$ cat src/rtl/regfile_renamed_pkg.sv
// Shared constants for the renamed register file and its scoreboard.
package regfile_renamed_pkg;

    localparam int DEF_XLEN  = 32;
    localparam int DEF_NREG  = 32;
    localparam int DEF_TAG_W = 4;

    localparam logic Enable  = 1'b1;
    localparam logic Disable = 1'b0;

    localparam logic [DEF_XLEN-1:0]          ZeroWord    = '0;
    localparam logic [$clog2(DEF_NREG)-1:0]  ZeroRegAddr = '0;

endpackage

$ cat src/rtl/regfile_renamed_scoreboard.sv
// Rename scoreboard: per-register busy bit and producer ROB tag, plus a
// running count of busy registers kept equal to the popcount of busy.
module regfile_scoreboard
    import regfile_renamed_pkg::*;
#(
    parameter int NREG  = DEF_NREG,
    parameter int TAG_W = DEF_TAG_W,
    parameter int AW    = $clog2(NREG)
) (
    input  logic                  clk,
    input  logic                  rst,
    input  logic                  rdy,
    input  logic                  iss_en,
    input  logic [AW-1:0]         iss_addr,
    input  logic [TAG_W-1:0]      iss_tag,
    input  logic                  cm_en,
    input  logic [AW-1:0]         cm_addr,
    input  logic [TAG_W-1:0]      cm_tag,
    input  logic                  flush,
    output logic [NREG-1:0]       busy,
    output logic [NREG*TAG_W-1:0] tags,
    output logic [AW:0]           busy_cnt
);

    logic             r_busy [NREG];
    logic [TAG_W-1:0] r_tag  [NREG];
    logic [AW:0]      r_busy_cnt;

    logic w_iss_live;
    logic w_cm_clr;
    logic w_inc;
    logic w_dec;

    assign w_iss_live = rdy && !flush && iss_en && (iss_addr != AW'(ZeroRegAddr));
    assign w_cm_clr   = rdy && !flush && cm_en && (cm_addr != AW'(ZeroRegAddr))
                        && r_busy[cm_addr] && (r_tag[cm_addr] == cm_tag);
    assign w_inc      = w_iss_live && !r_busy[iss_addr];
    // A clear overridden by a same-register issue leaves the register busy.
    assign w_dec      = w_cm_clr && !(w_iss_live && (iss_addr == cm_addr));

    genvar gi;
    generate
        for (gi = 0; gi < NREG; gi++) begin : g_entry
            always_ff @(posedge clk or negedge rst) begin
                if (!rst) begin
                    r_busy[gi] <= Disable;
                    r_tag[gi]  <= '0;
                end else if (rdy) begin
                    if (flush) begin
                        r_busy[gi] <= Disable;
                    end else if (w_iss_live && (iss_addr == AW'(gi))) begin
                        r_busy[gi] <= Enable;
                        r_tag[gi]  <= iss_tag;
                    end else if (w_cm_clr && (cm_addr == AW'(gi))) begin
                        r_busy[gi] <= Disable;
                    end
                end
            end
            assign busy[gi]                = r_busy[gi];
            assign tags[gi*TAG_W +: TAG_W] = r_tag[gi];
        end
    endgenerate

    always_ff @(posedge clk or negedge rst) begin
        if (!rst) begin
            r_busy_cnt <= '0;
        end else if (rdy) begin
            if (flush) begin
                r_busy_cnt <= '0;
            end else begin
                r_busy_cnt <= r_busy_cnt + (AW+1)'(w_inc) - (AW+1)'(w_dec);
            end
        end
    end

    assign busy_cnt = r_busy_cnt;

endmodule

$ cat src/rtl/regfile_renamed.sv
// Architectural register file with NRD combinational read ports, commit
// forwarding and a rename scoreboard for outstanding producers.
module regfile_renamed
    import regfile_renamed_pkg::*;
#(
    parameter int XLEN  = DEF_XLEN,
    parameter int NREG  = DEF_NREG,
    parameter int NRD   = 2,
    parameter int TAG_W = DEF_TAG_W,
    parameter int AW    = $clog2(NREG)
) (
    input  logic                  clk,
    input  logic                  rst,
    input  logic                  rdy,
    input  logic [NRD*AW-1:0]     rd_addr,
    output logic [NRD*XLEN-1:0]   rd_val,
    output logic [NRD-1:0]        rd_busy,
    output logic [NRD*TAG_W-1:0]  rd_tag,
    input  logic                  iss_en,
    input  logic [AW-1:0]         iss_addr,
    input  logic [TAG_W-1:0]      iss_tag,
    input  logic                  cm_en,
    input  logic [AW-1:0]         cm_addr,
    input  logic [TAG_W-1:0]      cm_tag,
    input  logic [XLEN-1:0]       cm_data,
    input  logic                  flush,
    output logic [AW:0]           busy_cnt
);

    logic [XLEN-1:0]       r_val [NREG];
    logic [NREG-1:0]       w_busy;
    logic [NREG*TAG_W-1:0] w_tags;
    logic                  w_cm_write;

    // Commits write their value even during a flush; only rdy gates them.
    assign w_cm_write = rdy && cm_en && (cm_addr != AW'(ZeroRegAddr));

    regfile_scoreboard #(
        .NREG  (NREG),
        .TAG_W (TAG_W),
        .AW    (AW)
    ) u_scoreboard (
        .clk      (clk),
        .rst      (rst),
        .rdy      (rdy),
        .iss_en   (iss_en),
        .iss_addr (iss_addr),
        .iss_tag  (iss_tag),
        .cm_en    (cm_en),
        .cm_addr  (cm_addr),
        .cm_tag   (cm_tag),
        .flush    (flush),
        .busy     (w_busy),
        .tags     (w_tags),
        .busy_cnt (busy_cnt)
    );

    genvar gi;
    generate
        for (gi = 0; gi < NREG; gi++) begin : g_val
            always_ff @(posedge clk or negedge rst) begin
                if (!rst) begin
                    r_val[gi] <= XLEN'(ZeroWord);
                end else if (w_cm_write && (cm_addr == AW'(gi))) begin
                    r_val[gi] <= cm_data;
                end
            end
        end

        for (gi = 0; gi < NRD; gi++) begin : g_rd
            logic [AW-1:0]    w_addr;
            logic             w_fwd;
            logic [TAG_W-1:0] w_tag;

            assign w_addr = rd_addr[gi*AW +: AW];
            assign w_fwd  = cm_en && (cm_addr == w_addr) && (w_addr != AW'(ZeroRegAddr));
            assign w_tag  = w_tags[int'(w_addr)*TAG_W +: TAG_W];

            // Register 0 never becomes busy and its tag stays 0, so only the value needs masking.
            assign rd_val[gi*XLEN +: XLEN] = (w_addr == AW'(ZeroRegAddr)) ? XLEN'(ZeroWord) :
                                             w_fwd ? cm_data : r_val[w_addr];
            assign rd_busy[gi]             = w_busy[w_addr] && !(w_fwd && (w_tag == cm_tag));
            assign rd_tag[gi*TAG_W +: TAG_W] = w_tag;
        end
    endgenerate

endmodule

$ cat config.mk
export PLATFORM = sky130hd
export DESIGN_NAME = regfile_renamed
export DESIGN_NICKNAME = d
export VERILOG_FILES = /design/src/rtl/regfile_renamed_pkg.sv /design/src/rtl/regfile_renamed_scoreboard.sv /design/src/rtl/regfile_renamed.sv
export SDC_FILE = /design/constraint.sdc
export NUM_CORES = 2
export LEC_CHECK = 0
export CAP_MARGIN = 0
export CORE_MARGIN = 5
export CORE_UTILIZATION = 56
export CTS_BUF_LIST = sky130_fd_sc_hd__clkbuf_8
export DETAILED_ROUTE_END_ITERATION = 8
export PLACE_DENSITY = 0.73
export SLEW_MARGIN = 20
export SYNTH_ARGS = -nofsm -noshare
export SYNTH_HDL_FRONTEND = slang
export SYNTH_SLANG_ARGS = --single-unit
$ cat constraint.sdc
create_clock -name clk -period 5.51 [get_ports clk]
set_input_delay 0.551 -clock clk [delete_from_list [all_inputs] [get_ports clk]]
set_output_delay 0.551 -clock clk [all_outputs]
set_load 0.05 [all_outputs]
==> flow_summary.json <==
{
  "cts-htree-levels": 4,
  "clock_latency_ns": 0.89,
  "clock-root-buffer": "clkbuf_8",
  "dp_hpwl_um": 108000,
  "finalMaxSlewViolations": 0,
  "ant_nets": 0,
  "synth_nets": 4270,
  "clockBufferDepth": 3,
  "pin_count": 146,
  "timing.final.crit_share": 0.810,
  "final_common_cell": "dfrtp_1",
  "hp-class": "input port to asynchronous set/reset pin",
  "cts_tree": "done",
  "critical_path.endpoint_type": "output pin",
  "synth-edff-count": 0,
  "layout.nets": 4256,
  "drt_iter0_drc": 4586,
  "hold_viol_final": 0,
  "gr-usage-met3": 0.0653,
  "yosysWarnings": 0,
  "grt.total_usage": 0.308,
  "via_per_inst": 7.04,
  "grt_busiest_layer": "met2",
  "fp-row-count": 125,
  "cts.clk_slew.worst_paths_ns": 0.06,
  "ys_seq_area_frac": 0.452,
  "mappedNetlistArea_mm2": 0.0659,
  "setup-violations-final": 0,
  "overflow": 0,
  "worst_ep_required_time_ns": 4.96,
  "met1_usage": 0.436,
  "layout_common_cells": "dfrtp_1, mux2_2, mux4_2",
  "relSlewSlack": 0.221,
  "layout-drive-gt1-share": 0.552,
  "crit_path_max_fanout": 56,
  "finClkSkew_ns": 0.0295,
  "ir_drop_uv": 273,
  "status": "finished clean",
  "cp-start-kind": "input port",
  "maxCapViolations": 0,
  "syn_to_final_growth_pct": 10.9,
  "grt_setup_unrepaired": "false",
  "r2r_end": "u_scoreboard.busy_cnt[5]$_DFFE_PN0P_",
  "async_reset_ff_frac": 1.00,
  "grt_max_degree": 156,
  "die_width_um": 353,
  "postCtsSetupRepairBufs": 0,
  "grtUsageMet2": 0.483,
  "gp_congestion": 0.939,
  "r2r_cells": 17,
  "first_global_vias": 42600,
  "fillers": 8481,
  "wl_per_cell_um": 32.7,
  "crit_arrival_ns": 3.91,
  "routed_wl_um": 192000,
  "drcViolationCount": 0,
  "synth_cell_types": 58,
  "avgSynthCellArea_um2": 15.7,
  "crit_type": "input port to output pin",
  "synth.ff_latch_count": 1190,
  "syn-instance-count": 4197,
  "p_per_area_mw_per_mm2": 323,
  "numCtsBuffers": 200,
  "die_h_um": 353,
  "grt_pass1_wl_um": 287000,
  "drtPass1Iterations": 6,
  "multi_input_area_mm2": 0.0343,
  "seq_area_mm2": 0.0298,
  "r2r_slack_ns": 1.06,
  "dieArea_mm2": 0.125,
  "finalHoldWorstSlack_ns": 0.311,
  "antenna_found_initial": 6,
  "ys.flop_type": "dfrtp_1",
  "worstMarginPinSlew_ns": 1.17,
  "start_util": 0.565,
  "fmax_mhz": 224,
  "finalSetupTns_ns": 0,
  "power.leakage_uw": 0.0322,
  "port_buffers": 145,
  "num_vias": 41400,
  "fin_crit_ns": 4.46,
  "r2r-start": "u_scoreboard.tags[68]$_DFFE_PN0P_",
  "cts.sinks": 1190,
  "core_mm2": 0.117
}
## cell usage after synthesis, drive strengths merged (10+ instances only)
library cell	count	share of area
mux4	752	0.26
a21oi	38	0.0029
xor2	17	0.0023
nor4	15	0.0014
nor4b	19	0.0025
dfrtp	1190	0.45
a22oi	25	0.0028
xnor2	10	0.0013
nand3	29	0.0022
nor2b	21	0.0020
buf	222	0.016
nand2	56	0.0032
inv	10	0.00057
a211oi	74	0.0084
clkbuf	254	0.014
nor2	118	0.0068
a22o	10	0.0013
mux2	1118	0.19
mux2i	137	0.021
## layout make-up
class / instances / area share
Antenna cell: 3 / 0.000103
Clock buffer: 260 / 0.0490
Clock inverter: 105 / 0.0108
Inverter: 11 / 0.000565
Multi-Input combinational cell: 2520 / 0.470
Sequential cell: 1190 / 0.408
Tap cell: 1524 / 0.0261
Timing Repair Buffer: 260 / 0.0357
## worst max-delay path: stages
cell and delay (ns):
clkdlybuf4s50_1 0.58, buf_4 0.32, xor2_1 0.11, or4_4 0.95, buf_4 0.35, a211oi_1 0.67
buf_4 0.33
## kinds of logic (layout without fill, tap and decap cells)
family | after synthesis | after routing | share of synthesized area
AO/OA/AOI/OAI | 186 | 186 | 0.0203
other | 0 | 3 | 0
XOR/XNOR | 27 | 27 | 0.00359
multiplexers | 2007 | 2007 | 0.469
flip-flops | 1190 | 1190 | 0.452
adder cells (fa/ha/maj) | 7 | 7 | 0.00144
AND/OR/NAND/NOR | 293 | 293 | 0.0216
buffers and inverters | 487 | 636 | 0.0315
## per-stage QoR
| step | cell area, um^2 | util | instances | total power, uW | setup slack, ns |
|---|---|---|---|---|---|
| 2_1_floorplan | 65900 | - | 4197 | 13800 | 0.931 |
| 3_3_place_gp | 68700 | 0.590 | 5504 | 15000 | 0.394 |
| 3_5_place_dp | 68700 | 0.590 | 5504 | 15200 | 0.335 |
| 4_1_cts | 73100 | 0.627 | 5870 | 23700 | 1.02 |
| 5_1_grt | 73000 | 0.627 | 5871 | 24500 | 0.921 |
| 6_report | 73000 | 0.627 | 5873 | 23600 | 1.05 |
## per-layer routing
layer  part of all wire  wire [um]
met3              0.088      16900
met5           0.000068         13
met1               0.40      77100
met2               0.47      90600
met4              0.038       7220
## power breakdown
| part | internal, uW | leakage [uW] | total (uW) | switching [uW] |
|---|---|---|---|---|
| logic | 2460 | 0.0138 | 4500 | 2030 |
| clock network | 4750 | 0.00248 | 8530 | 3780 |
| registers | 9790 | 0.0159 | 10600 | 778 |
| total | 17000 | 0.0322 | 23600 | 6590 |
## sequential cells by signal (all words and copies together), names as in the netlist
register / count
u_scoreboard.busy_cnt: 6
r_val: 1024
u_scoreboard.tags: 128
u_scoreboard.busy: 32
## worst max-delay path by stage
stage	depth (start not counted)	slack, ns	end	startpoint
2_1_floorplan	8	0.93	rd_busy[1]	rd_addr[6]
3_3_place_gp	19	0.39	u_scoreboard.busy_cnt[5]$_DFFE_PN0P_	cm_addr[1]
3_5_place_dp	19	0.34	u_scoreboard.busy_cnt[5]$_DFFE_PN0P_	cm_addr[1]
4_1_cts	7	1.02	rd_val[48]	rd_addr[5]
5_1_grt	7	0.92	rd_val[48]	rd_addr[5]
6_report	7	1.05	rd_val[52]	cm_addr[1]
## repair_timing
action	CTS	global route
hold buffers	1	0
resized for setup	0	0
hold endpoints to repair	126	0
(Power assumes the default switching activity.)
